### config.mk
export PLATFORM = sky130hd
export DESIGN_NAME = axi4_burst_reader_flat
export DESIGN_NICKNAME = d
export VERILOG_FILES = /design/src/rtl/axi4_pkg.sv /design/src/rtl/axi4_burst_reader_if.sv /design/src/rtl/axi4_burst_len_calc.sv /design/src/rtl/axi4_burst_reader.sv /design/src/flat_wrapper.sv
export SDC_FILE = /design/constraint.sdc
export NUM_CORES = 1
export LEC_CHECK = 0
export ABC_AREA = 1
export CORE_MARGIN = 5
export CORE_UTILIZATION = 63
export DETAILED_ROUTE_END_ITERATION = 7
export DONT_BUFFER_PORTS = 1
export MAX_ROUTING_LAYER = met4
export PLACE_DENSITY = 0.79
export SYNTH_ARGS = -nofsm -noshare
export SYNTH_HDL_FRONTEND = slang
export SYNTH_SLANG_ARGS = --single-unit
### constraint.sdc
create_clock -name m_axi_aclk -period 6.7 [get_ports m_axi_aclk]
set_input_delay 1.34 -clock m_axi_aclk [delete_from_list [all_inputs] [get_ports m_axi_aclk]]
set_output_delay 1.34 -clock m_axi_aclk [all_outputs]
set_load 0.005 [all_outputs]
### src/rtl/axi4_pkg.sv
// Shared AXI4 definitions for the burst reader: FSM states, protocol
// constants and the AxSIZE helper.
package axi4_pkg;

  typedef enum logic [1:0] {
    ST_IDLE = 2'd0,
    ST_ADDR = 2'd1,
    ST_DATA = 2'd2,
    ST_DONE = 2'd3
  } state_e;

  localparam logic [1:0] AXI_BURST_INCR = 2'b01;
  localparam logic [1:0] AXI_RESP_OKAY  = 2'b00;
  localparam int         AXI_4KB_BOUNDARY = 4096;

  function automatic int size_from_width(input int width);
    return $clog2(width / 8);
  endfunction

endpackage

### src/rtl/axi4_burst_reader_if.sv
// AXI4 read-address/read-data channels plus the AXI4-Stream output,
// bundled for the burst reader (master) and the memory/sink side (slave).
interface axi4_burst_reader_if #(
  parameter int ADDR_W = 32,
  parameter int DATA_W = 32
);
  logic [ADDR_W-1:0] m_axi_araddr;
  logic [7:0]        m_axi_arlen;
  logic [2:0]        m_axi_arsize;
  logic [1:0]        m_axi_arburst;
  logic              m_axi_arvalid;
  logic              m_axi_arready;
  logic [DATA_W-1:0] m_axi_rdata;
  logic [1:0]        m_axi_rresp;
  logic              m_axi_rlast;
  logic              m_axi_rvalid;
  logic              m_axi_rready;
  logic [DATA_W-1:0] m_axis_tdata;
  logic              m_axis_tvalid;
  logic              m_axis_tready;
  logic              m_axis_tlast;

  modport master (
    output m_axi_araddr, m_axi_arlen, m_axi_arsize, m_axi_arburst, m_axi_arvalid,
    input  m_axi_arready,
    input  m_axi_rdata, m_axi_rresp, m_axi_rlast, m_axi_rvalid,
    output m_axi_rready,
    output m_axis_tdata, m_axis_tvalid, m_axis_tlast,
    input  m_axis_tready
  );

  modport slave (
    input  m_axi_araddr, m_axi_arlen, m_axi_arsize, m_axi_arburst, m_axi_arvalid,
    output m_axi_arready,
    output m_axi_rdata, m_axi_rresp, m_axi_rlast, m_axi_rvalid,
    input  m_axi_rready,
    input  m_axis_tdata, m_axis_tvalid, m_axis_tlast,
    output m_axis_tready
  );
endinterface

### src/rtl/axi4_burst_len_calc.sv
// Burst length = min(max_len, beats remaining in the row, beats left before
// the next 4 KB boundary). Result is always >= 1 for a non-empty row.
module axi4_burst_len_calc
  import axi4_pkg::*;
#(
  parameter int DIM_W = 16,
  parameter int SIZE  = 2
) (
  input  logic [11:0]      addr_lo,
  input  logic [DIM_W-1:0] remaining,
  input  logic [8:0]       max_len,
  output logic [8:0]       len
);
  localparam int CW = (DIM_W > 13) ? DIM_W : 13;

  logic [12:0]   to_boundary;
  logic [CW-1:0] bound_beats;
  logic [CW-1:0] rem_w;
  logic [CW-1:0] max_w;
  logic [CW-1:0] min_a;
  logic [CW-1:0] min_b;

  always_comb begin
    to_boundary = 13'(AXI_4KB_BOUNDARY) - {1'b0, addr_lo};
    bound_beats = CW'(to_boundary >> SIZE);
    rem_w       = CW'(remaining);
    max_w       = CW'(max_len);
    min_a       = (max_w < rem_w) ? max_w : rem_w;
    min_b       = (bound_beats < min_a) ? bound_beats : min_a;
    len         = 9'(min_b);
  end
endmodule

### src/rtl/axi4_burst_reader.sv
// Reads a rows x words image region over AXI4 with one burst outstanding and
// forwards the R channel unbuffered as an AXI4-Stream with tlast per row.
module axi4_burst_reader
  import axi4_pkg::*;
#(
  parameter int C_M_AXI_ADDR_WIDTH = 32,
  parameter int C_M_AXI_DATA_WIDTH = 32,
  parameter int MAX_BURST_LEN      = 16,
  parameter int DIM_WIDTH          = 16
) (
  input  logic                          m_axi_aclk,
  input  logic                          m_axi_aresetn,
  input  logic                          start,
  input  logic [C_M_AXI_ADDR_WIDTH-1:0] base_addr,
  input  logic [C_M_AXI_ADDR_WIDTH-1:0] row_stride,
  input  logic [DIM_WIDTH-1:0]          row_words,
  input  logic [DIM_WIDTH-1:0]          num_rows,
  output logic                          busy,
  output logic                          done,
  output logic                          error,
  axi4_burst_reader_if.master           bus
);
  localparam int AW     = C_M_AXI_ADDR_WIDTH;
  localparam int AXSIZE = size_from_width(C_M_AXI_DATA_WIDTH);

  state_e               state_q, state_d;
  logic [AW-1:0]        addr_q, addr_d;
  logic [AW-1:0]        row_addr_q, row_addr_d;
  logic [AW-1:0]        stride_q, stride_d;
  logic [DIM_WIDTH-1:0] row_words_q, row_words_d;
  logic [DIM_WIDTH-1:0] rows_left_q, rows_left_d;
  logic [DIM_WIDTH-1:0] row_left_q, row_left_d;
  logic [7:0]           arlen_q, arlen_d;
  logic                 error_q, error_d;

  logic                 in_data;
  logic                 beat_hs;
  logic [AW-1:0]        burst_bytes;
  logic [8:0]           len_next;

  assign in_data     = (state_q == ST_DATA);
  assign beat_hs     = in_data & bus.m_axi_rvalid & bus.m_axis_tready;
  assign burst_bytes = AW'(9'(arlen_q) + 9'd1) << AXSIZE;

  // Length is evaluated on the address/remaining values the next burst will use.
  axi4_burst_len_calc #(
    .DIM_W (DIM_WIDTH),
    .SIZE  (AXSIZE)
  ) u_len_calc (
    .addr_lo   (addr_d[11:0]),
    .remaining (row_left_d),
    .max_len   (9'(MAX_BURST_LEN)),
    .len       (len_next)
  );

  always_comb begin
    state_d     = state_q;
    addr_d      = addr_q;
    row_addr_d  = row_addr_q;
    stride_d    = stride_q;
    row_words_d = row_words_q;
    rows_left_d = rows_left_q;
    row_left_d  = row_left_q;
    error_d     = error_q;
    case (state_q)
      ST_IDLE: begin
        if (start) begin
          addr_d      = base_addr;
          row_addr_d  = base_addr;
          stride_d    = row_stride;
          row_words_d = row_words;
          rows_left_d = num_rows;
          row_left_d  = row_words;
          error_d     = 1'b0;
          state_d     = (row_words == '0 || num_rows == '0) ? ST_DONE : ST_ADDR;
        end
      end
      ST_ADDR: begin
        if (bus.m_axi_arready) state_d = ST_DATA;
      end
      ST_DATA: begin
        if (beat_hs) begin
          row_left_d = row_left_q - 1'b1;
          if (bus.m_axi_rresp != AXI_RESP_OKAY) error_d = 1'b1;
          if (bus.m_axi_rlast) begin
            if (row_left_q != DIM_WIDTH'(1)) begin
              addr_d  = addr_q + burst_bytes;
              state_d = ST_ADDR;
            end else if (rows_left_q > DIM_WIDTH'(1)) begin
              rows_left_d = rows_left_q - 1'b1;
              row_addr_d  = row_addr_q + stride_q;
              addr_d      = row_addr_q + stride_q;
              row_left_d  = row_words_q;
              state_d     = ST_ADDR;
            end else begin
              state_d = ST_DONE;
            end
          end
        end
      end
      ST_DONE: state_d = ST_IDLE;
      default: state_d = ST_IDLE;
    endcase
  end

  always_comb begin
    arlen_d = arlen_q;
    if (state_d == ST_ADDR && state_q != ST_ADDR) arlen_d = 8'(len_next - 9'd1);
  end

  always_ff @(posedge m_axi_aclk or negedge m_axi_aresetn) begin
    if (!m_axi_aresetn) begin
      state_q     <= ST_IDLE;
      addr_q      <= '0;
      row_addr_q  <= '0;
      stride_q    <= '0;
      row_words_q <= '0;
      rows_left_q <= '0;
      row_left_q  <= '0;
      arlen_q     <= '0;
      error_q     <= 1'b0;
    end else begin
      state_q     <= state_d;
      addr_q      <= addr_d;
      row_addr_q  <= row_addr_d;
      stride_q    <= stride_d;
      row_words_q <= row_words_d;
      rows_left_q <= rows_left_d;
      row_left_q  <= row_left_d;
      arlen_q     <= arlen_d;
      error_q     <= error_d;
    end
  end

  assign busy  = (state_q == ST_ADDR) || (state_q == ST_DATA);
  assign done  = (state_q == ST_DONE);
  assign error = error_q;

  assign bus.m_axi_araddr  = addr_q;
  assign bus.m_axi_arlen   = arlen_q;
  assign bus.m_axi_arsize  = 3'(AXSIZE);
  assign bus.m_axi_arburst = AXI_BURST_INCR;
  assign bus.m_axi_arvalid = (state_q == ST_ADDR);
  assign bus.m_axi_rready  = in_data & bus.m_axis_tready;
  assign bus.m_axis_tdata  = bus.m_axi_rdata;
  assign bus.m_axis_tvalid = in_data & bus.m_axi_rvalid;
  assign bus.m_axis_tlast  = in_data & bus.m_axi_rvalid & (row_left_q == DIM_WIDTH'(1));
endmodule
### src/flat_wrapper.sv
// flat-port wrapper written by rule: the top's interface ports become plain ports
module axi4_burst_reader_flat import axi4_pkg::*;
#(
  parameter int C_M_AXI_ADDR_WIDTH = 32,
  parameter int C_M_AXI_DATA_WIDTH = 32,
  parameter int MAX_BURST_LEN      = 16,
  parameter int DIM_WIDTH          = 16
)
  (m_axi_aclk, m_axi_aresetn, start, base_addr, row_stride, row_words, num_rows, busy, done, error, bus_m_axi_araddr, bus_m_axi_arlen, bus_m_axi_arsize, bus_m_axi_arburst, bus_m_axi_arvalid, bus_m_axi_arready, bus_m_axi_rdata, bus_m_axi_rresp, bus_m_axi_rlast, bus_m_axi_rvalid, bus_m_axi_rready, bus_m_axis_tdata, bus_m_axis_tvalid, bus_m_axis_tlast, bus_m_axis_tready);
  axi4_burst_reader_if bus_i ();
  input  logic m_axi_aclk;
  input  logic m_axi_aresetn;
  input  logic start;
  input  logic [C_M_AXI_ADDR_WIDTH-1:0] base_addr;
  input  logic [C_M_AXI_ADDR_WIDTH-1:0] row_stride;
  input  logic [DIM_WIDTH-1:0] row_words;
  input  logic [DIM_WIDTH-1:0] num_rows;
  output logic busy;
  output logic done;
  output logic error;
  output wire logic [$bits(bus_i.m_axi_araddr)-1:0] bus_m_axi_araddr;
  output wire logic [$bits(bus_i.m_axi_arlen)-1:0] bus_m_axi_arlen;
  output wire logic [$bits(bus_i.m_axi_arsize)-1:0] bus_m_axi_arsize;
  output wire logic [$bits(bus_i.m_axi_arburst)-1:0] bus_m_axi_arburst;
  output wire logic [$bits(bus_i.m_axi_arvalid)-1:0] bus_m_axi_arvalid;
  input wire logic [$bits(bus_i.m_axi_arready)-1:0] bus_m_axi_arready;
  input wire logic [$bits(bus_i.m_axi_rdata)-1:0] bus_m_axi_rdata;
  input wire logic [$bits(bus_i.m_axi_rresp)-1:0] bus_m_axi_rresp;
  input wire logic [$bits(bus_i.m_axi_rlast)-1:0] bus_m_axi_rlast;
  input wire logic [$bits(bus_i.m_axi_rvalid)-1:0] bus_m_axi_rvalid;
  output wire logic [$bits(bus_i.m_axi_rready)-1:0] bus_m_axi_rready;
  output wire logic [$bits(bus_i.m_axis_tdata)-1:0] bus_m_axis_tdata;
  output wire logic [$bits(bus_i.m_axis_tvalid)-1:0] bus_m_axis_tvalid;
  output wire logic [$bits(bus_i.m_axis_tlast)-1:0] bus_m_axis_tlast;
  input wire logic [$bits(bus_i.m_axis_tready)-1:0] bus_m_axis_tready;
  assign bus_m_axi_araddr = bus_i.m_axi_araddr;
  assign bus_m_axi_arlen = bus_i.m_axi_arlen;
  assign bus_m_axi_arsize = bus_i.m_axi_arsize;
  assign bus_m_axi_arburst = bus_i.m_axi_arburst;
  assign bus_m_axi_arvalid = bus_i.m_axi_arvalid;
  assign bus_i.m_axi_arready = bus_m_axi_arready;
  assign bus_i.m_axi_rdata = bus_m_axi_rdata;
  assign bus_i.m_axi_rresp = bus_m_axi_rresp;
  assign bus_i.m_axi_rlast = bus_m_axi_rlast;
  assign bus_i.m_axi_rvalid = bus_m_axi_rvalid;
  assign bus_m_axi_rready = bus_i.m_axi_rready;
  assign bus_m_axis_tdata = bus_i.m_axis_tdata;
  assign bus_m_axis_tvalid = bus_i.m_axis_tvalid;
  assign bus_m_axis_tlast = bus_i.m_axis_tlast;
  assign bus_i.m_axis_tready = bus_m_axis_tready;
  axi4_burst_reader #(.C_M_AXI_ADDR_WIDTH(C_M_AXI_ADDR_WIDTH), .C_M_AXI_DATA_WIDTH(C_M_AXI_DATA_WIDTH), .MAX_BURST_LEN(MAX_BURST_LEN), .DIM_WIDTH(DIM_WIDTH)) u_core (.m_axi_aclk(m_axi_aclk), .m_axi_aresetn(m_axi_aresetn), .start(start), .base_addr(base_addr), .row_stride(row_stride), .row_words(row_words), .num_rows(num_rows), .busy(busy), .done(done), .error(error), .bus(bus_i));
endmodule
* After elaboration in Yosys (flattened, before gate mapping)
Index checks and enable logic that the tools add are counted.
** Word-level totals
- Register bits :: 155
- Output and inout bits :: 84
- Logic and storage cells :: 88
- Input port bits :: 137
** Operators by class
- Eq/ne operators :: 14
- Muxes and demuxes :: 38
- Magnitude comparators :: 3
- Reduce and logical (&&, ||, !) cells :: 12
- $add $sub $neg :: 7
- Bitwise logic cells :: 4
** Operator list (count)
- $mux W32 :: 10
- $mux W16 :: 11
- $pmux W32 S2 :: 2
- $add A32 B32 Y32 :: 2
- $pmux W16 S2 :: 2
- $logic_not A16 Y1 :: 2
- $sub A16 B1 Y16 const B :: 2
- $eq A16 B1 Y1 const B :: 1
- $gt A16 B1 Y1 const B :: 1
- $lt A11 B16 Y1 :: 1
- $lt A5 B16 Y1 const A :: 1
- $ne A16 B1 Y1 const B :: 1
- $mux W2 :: 7
- $sub A13 B12 Y13 const A :: 1
- $ne A2 B2 Y1 const B :: 6
- $add A8 B1 Y9 const B :: 1
- $mux W8 :: 1
- $pmux W2 S4 :: 1
- $sub A8 B1 Y8 const B :: 1
- $reduce_and A6 Y1 :: 1
- $reduce_and A5 Y1 :: 1
- $and A1 B1 Y1 :: 4
- $eq A2 B1 Y1 const B :: 2
- $eq A2 B2 Y1 const B :: 2
- 10 further kinds :: 14

* Longest topological paths before layout
- Depth in word-level cells :: 11
- Gate-level depth with buffers :: 38
- Depth with buffers taken out :: 38

* Cells and area by module
From an unflattened synthesis, not the netlist that was laid out.
** Unflattened totals
- Cell total of the unflattened synthesis :: 2037
- Area, all modules :: 13173.9 um^2
** By module, submodules not included
- axi4_burst_reader :: cells an instance 1858, area an instance 12205.5 um^2, sequential area each 3878.7 um^2, times used 1
- axi4_burst_len_calc :: cells an instance 179, area an instance 968.4 um^2, sequential area each 0.0 um^2, times used 1

* Worst setup path after synthesis
No wires, ideal clock.
- Kind :: input-to-reg
- From :: in bus_m_axi_rlast
- To :: reg u_core.arlen_q[4] (netlist: u_core.bus.m_axi_arlen[4])
- Stages on the path :: 31
- Buffers on the path :: 1
- Data arrival time :: 5454 ps
- Path slack :: 1094 ps
- Setup time :: 152 ps
- Data required time :: 6548 ps
- Cells stage by stage :: buf_2 inv_1 nor2_1 inv_1 nor2_4 nand2_1 nand3_2 nand3_4 nor2_2 nand2_2 nor2_2 inv_2 or2_4 nor2_4 nand3_2 or3_4 or2_1 xor2_1 ha_1 a21o_1 a21oi_1 nand2_2 nand2_1 o21ai_2 inv_2 ha_1 nand2_1 o21ai_0 nand2_1 nand2_1 o21ai_0
** On the way
- Elaborated cells on any way between the ends :: 17
- Those cells by class :: add/sub: 2; order compare: 2; eq/ne: 1; mux: 11; reduce/logical: 1
** RTL lines
- from (decl) :: RTL line flat_wrapper.sv:29 : input wire logic [$bits(bus_i.m_axi_rlast)-1:0] bus_m_axi_rlast;
- $mux W32 * :: RTL line axi4_burst_reader.sv:85 : if (bus.m_axi_rlast) begin
- $mux W32 * :: RTL line axi4_burst_reader.sv:82 : if (beat_hs) begin
- $pmux W32 S2 * :: RTL line axi4_burst_reader.sv:65 : case (state_q)
- named net u_core.addr_d[0] :: RTL line axi4_burst_reader.sv:27 : logic [AW-1:0] addr_q, addr_d;
- $sub A13 B12 Y13 * :: RTL line axi4_burst_len_calc.sv:24 : to_boundary = 13'(AXI_4KB_BOUNDARY) - {1'b0, addr_lo};
- $lt A11 B16 Y1 :: RTL line axi4_burst_len_calc.sv:29 : min_b = (bound_beats < min_a) ? bound_beats : min_a;
- $mux W8 * :: RTL line axi4_burst_len_calc.sv:29
- $sub A8 B1 Y8 * :: RTL line axi4_burst_reader.sv:108 : if (state_d == ST_ADDR && state_q != ST_ADDR) arlen_d = 8'(len_next - 9'd1);
- to (signal assigned) :: RTL line axi4_burst_reader.sv:130 : arlen_q <= arlen_d;
- to (decl) :: RTL line axi4_burst_reader.sv:33 : logic [7:0] arlen_q, arlen_d;
Mark *: on every way through the listed nets, which the timed path passes. The rest lies on a longest branch. The select of a mux whose other input is x is not followed.
A chain may end at the register's enable or synchronous reset.

* Worst setup path after layout
- From :: reg u_core.row_left_q[1]
- To :: reg u_core.arlen_q[4] (netlist: u_core.bus.m_axi_arlen[4])
** On the way
- Elaborated cells on any way between the ends :: 24
- Those cells by class :: add/sub: 3; order compare: 2; eq/ne: 2; mux: 16; reduce/logical: 1
** RTL lines
- from (decl) :: RTL line axi4_burst_reader.sv:32 : logic [DIM_WIDTH-1:0] row_left_q, row_left_d;
- from (signal assigned) :: RTL line axi4_burst_reader.sv:129 : row_left_q <= row_left_d;
- $ne A16 B1 Y1 * :: RTL line axi4_burst_reader.sv:86 : if (row_left_q != DIM_WIDTH'(1)) begin
- $mux W32 * :: RTL line axi4_burst_reader.sv:86
- $mux W32 * :: RTL line axi4_burst_reader.sv:85
- $mux W32 * :: RTL line axi4_burst_reader.sv:82
- $pmux W32 S2 * :: RTL line axi4_burst_reader.sv:65
- named net u_core.addr_d[0] :: RTL line axi4_burst_reader.sv:27
- $sub A13 B12 Y13 * :: RTL line axi4_burst_len_calc.sv:24
- $lt A11 B16 Y1 :: RTL line axi4_burst_len_calc.sv:29
- $mux W8 * :: RTL line axi4_burst_len_calc.sv:29
- $sub A8 B1 Y8 * :: RTL line axi4_burst_reader.sv:108
Marked as above.

==> metrics.md <==
| Metric | Value |
|---|---|
| Post-CTS setup buffers | `0` |
| Post-route setup slack | `0.8671 ns` |
| Worst hold-check path type | `reg -> reg` |
| Setup Crit Path Kind | `reg -> reg` |
| Combinational Power Share | `0.590` |
| Synth Instances | `1671` |
| Critical path endpoint category | `flip-flop` |
| Hold buffers post-CTS | `0` |
| Post-DP Area | `11680 um^2` |
| Sequential fraction of the synthesis area | `0.3302` |
| Largest net degree at the start of global routing | `156` |
| Top cells by area, synth | `dfrtp_1, nand2_1, ha_1` |
| Avg Cell Area, Syn | `7.030 um^2` |
| CTS sink cnt | `155` |
| Antenna violations before repair | `0` |
| Relative slew slack | `0.4343` |
| Row Count | `50` |
| Final Hold Vio Count | `0` |
| Max-cap violation count | `0` |
| Most frequent cells in the layout | `nand2_1, inv_1, dfrtp_1, o21ai_0, nor2_1` |
| Slowest CP cell | `nor2_8` |
| Setup crit start kind | `flip-flop` |
| Worst Path Arrival | `6.15 ns` |
| Reg2reg start | `u_core.row_left_q[1]` |
| Yosys cell types | `62` |
| Min Hold Slack | `0.4881 ns` |
| Tcrit/Tclk final | `0.8706` |
| Ys async rst share | `1.000` |
| Die footprint | `21480 um^2` |
| Diode count | `0` |
| Max IR drop VDD | `0.3438 mV` |
| Achievable Freq | `0.1714 GHz` |
| Die X | `146.6 um` |
| EDFF count, synth | `0` |
| TNS Setup | `0 ns` |
| Main synth FF type | `dfrtp_1` |
| Detailed Route Iter0 Violations | `976` |
| Clock Skews | `0.01384 ns` |
| Post-Route WL | `33850 um` |
| CTS tree | `yes` |
| Yosys warns | `0` |
| GPL Wtd Cong | `0.9864` |
| CP required | `7.01 ns` |
| Total number of H-tree levels | `4` |
| Flops & latches, synth | `155` |
| DR vias | `11151` |
| Total GRT Usage | `0.3219` |
| Ports | `221` |
| Status | `finished, final reports clean` |
| Int Pwr | `0.003520 W` |
| Top cell type's share of synthesized area | `0.3302` |
| Post-place setup slack | `0.6066 ns` |
| Clock root cell | `clkbuf_16` |
| Clock buffer depth | `2` |
| Endpoints failing setup | `0` |
| Worst slew pin tran | `0.8486 ns` |
| Sw power | `0.003596 W` |
| Minimum clock period | `5.833 ns` |
| Height of the die | `146.6 um` |
| ANT nets after route | `0` |
| Post_cts resized | `0` |
| First-pass GRT wire length | `54880 um` |
| RSZ-0062 raised after global routing | `no` |
| Netlist Area Pre-Place | `11750 um^2` |
| Drt via density | `5.979` |
| Commonest non-fill, non-tap cell in the layout | `nand2_1` |
| GRT Residual Overflow | `0` |
| Number of global-route vias before repair | `11078` |
| Power per cell area | `577.9 nW/um^2` |
| Synth area leader | `dfrtp_1` |
| Critical path peak fanout | `24` |
| Nets@finish | `1817` |
| Final Cell Area | `12310 um^2` |
| Final core utilization | `0.6649` |
| Most used cell, CP | `nand2_1` |
| DRC Markers | `0` |
| Share of layout cells above drive strength 1 | `0.06499` |
| Reg power frac | `0.263` |
| Leakage | `6.049 nW` |
| DRT Pass-1 Iters | `7` |
| Clk slew on worst S/H paths | `0.07 ns` |
| Clk pwr share | `0.147` |
| Dpl hpwl | `24090 um` |
| HP Start | `u_core.stride_q[10]` |
| Sw frac | `0.5053` |
| Layout area overhead | `4.814%` |
| Clk_lat worst skew | `0.43 ns` |
| Number of buffers added on ports | `0` |
| Fin. max-slew vios | `0` |
| Core ar. | `18520 um^2` |
| Critical Path Start | `u_core.row_left_q[1]` |
| DR WL/cell | `18.15 um` |
| CTS Buf Count | `17` |
| CP peak stage delay | `0.43 ns` |
| Initial Util | `0.6344` |
path summary, 6_finish.rpt:
path / endpoint / slack (ns) / cells after the start
hold reg to reg: u_core.stride_q[10] / 0.49 / 2
setup reg to reg: u_core.bus.m_axi_arlen[4] / 0.87 / 34
max in group asynchronous: u_core.bus.m_axi_araddr[2] / 5.71 / 0
hold / removal: u_core.stride_q[10] / 0.49 / 2
setup / recovery: u_core.bus.m_axi_arlen[4] / 0.87 / 34
min in group asynchronous: u_core.stride_q[26] / 0.61 / 0
power by group through the flow:
stage	Clock [W]	Sequential [W]	Combinational, W
2_1_floorplan	0	0.00172	0.00326
3_3_place_gp	0	0.00186	0.00397
3_5_place_dp	0	0.00187	0.00408
4_1_cts	0.00105	0.00186	0.00414
5_1_grt	0.00110	0.00193	0.00474
6_report	0.00105	0.00187	0.00420
synth_stat cells (5+ instances only):
library cell and count:
buf_2 7, ha_1 60, nor4_1 11, nor2_1 121
inv_1 170, a22oi_1 25, o21ai_0 141, nand2_2 7
a31oi_1 10, nor3_1 16, dfrtp_1 155, xnor2_1 19
o211ai_1 13, o22ai_1 9, buf_1 10, a21oi_1 100
clkbuf_1 38, buf_4 38, nand3_1 64, nor2_2 7
nor2_4 5, nand3_2 6, nand2_1 480, nand4_1 32
inv_2 12, xor2_1 47
registers in the layout, indices dropped and copies added (netlist names):
signal,count
u_core.stride_q,32
u_core.bus.m_axi_araddr,32
u_core.row_words_q,16
u_core.rows_left_q,16
u_core.error,1
u_core.bus.m_axi_arlen,8
u_core.state_q,2
u_core.row_left_q,16
u_core.row_addr_q,32
routing by layer:
metal / global-route usage / wire [um] / share of wire / up-vias
met1: 0.3734 / 13030 / 0.38 / 5194
li1: - / - / - / 5351
met3: 0.09808 / 3519 / 0.10 / 87
met2: 0.5198 / 16110 / 0.48 / 519
met5: - / 0 / 0 / -
met4: 0.1369 / 1187 / 0.035 / 0
metrics by stage:
step	std cells	total power, W
2_1_floorplan	1680	0.004971
3_3_place_gp	1833	0.005826
5_1_grt	1865	0.007767
6_report	1865	0.007116
3_5_place_dp	1833	0.005945
4_1_cts	1865	0.007045
cells by family (layout without fill, tap and decap cells):
logic type / Yosys count / after routing / synth area share
XOR/XNOR: 66 / 66 / 0.04921
adder cells (fa/ha/maj): 62 / 62 / 0.06731
AO/OA/AOI/OAI: 338 / 338 / 0.1644
buffers and inverters: 278 / 229 / 0.1024
other: 2 / 11 / 0.0006393
multiplexers: 2 / 2 / 0.001917
AND/OR/NAND/NOR: 768 / 768 / 0.2840
flip-flops: 155 / 155 / 0.3302
critical path: cells and delay by family (launching register included):
kind	cells	cell delay [ns]
compound gates	5	0.88
xor+xnor	1	0.15
fa+ha+maj	3	0.66
buf+inv	4	0.29
flops	1	0.38
simple gates	21	3.33
final cells by class:
cell class / instances / area (um^2)
multi-input combinational: 1247 / 6716
clock inverter: 11 / 156.4
tap: 234 / 292.8
clock buffer: 21 / 480.5
inverter: 184 / 690.7
fill: 1613 / 6205
timing repair buffer: 13 / 97.59
sequential: 155 / 3879
(Power assumes the default switching activity.)
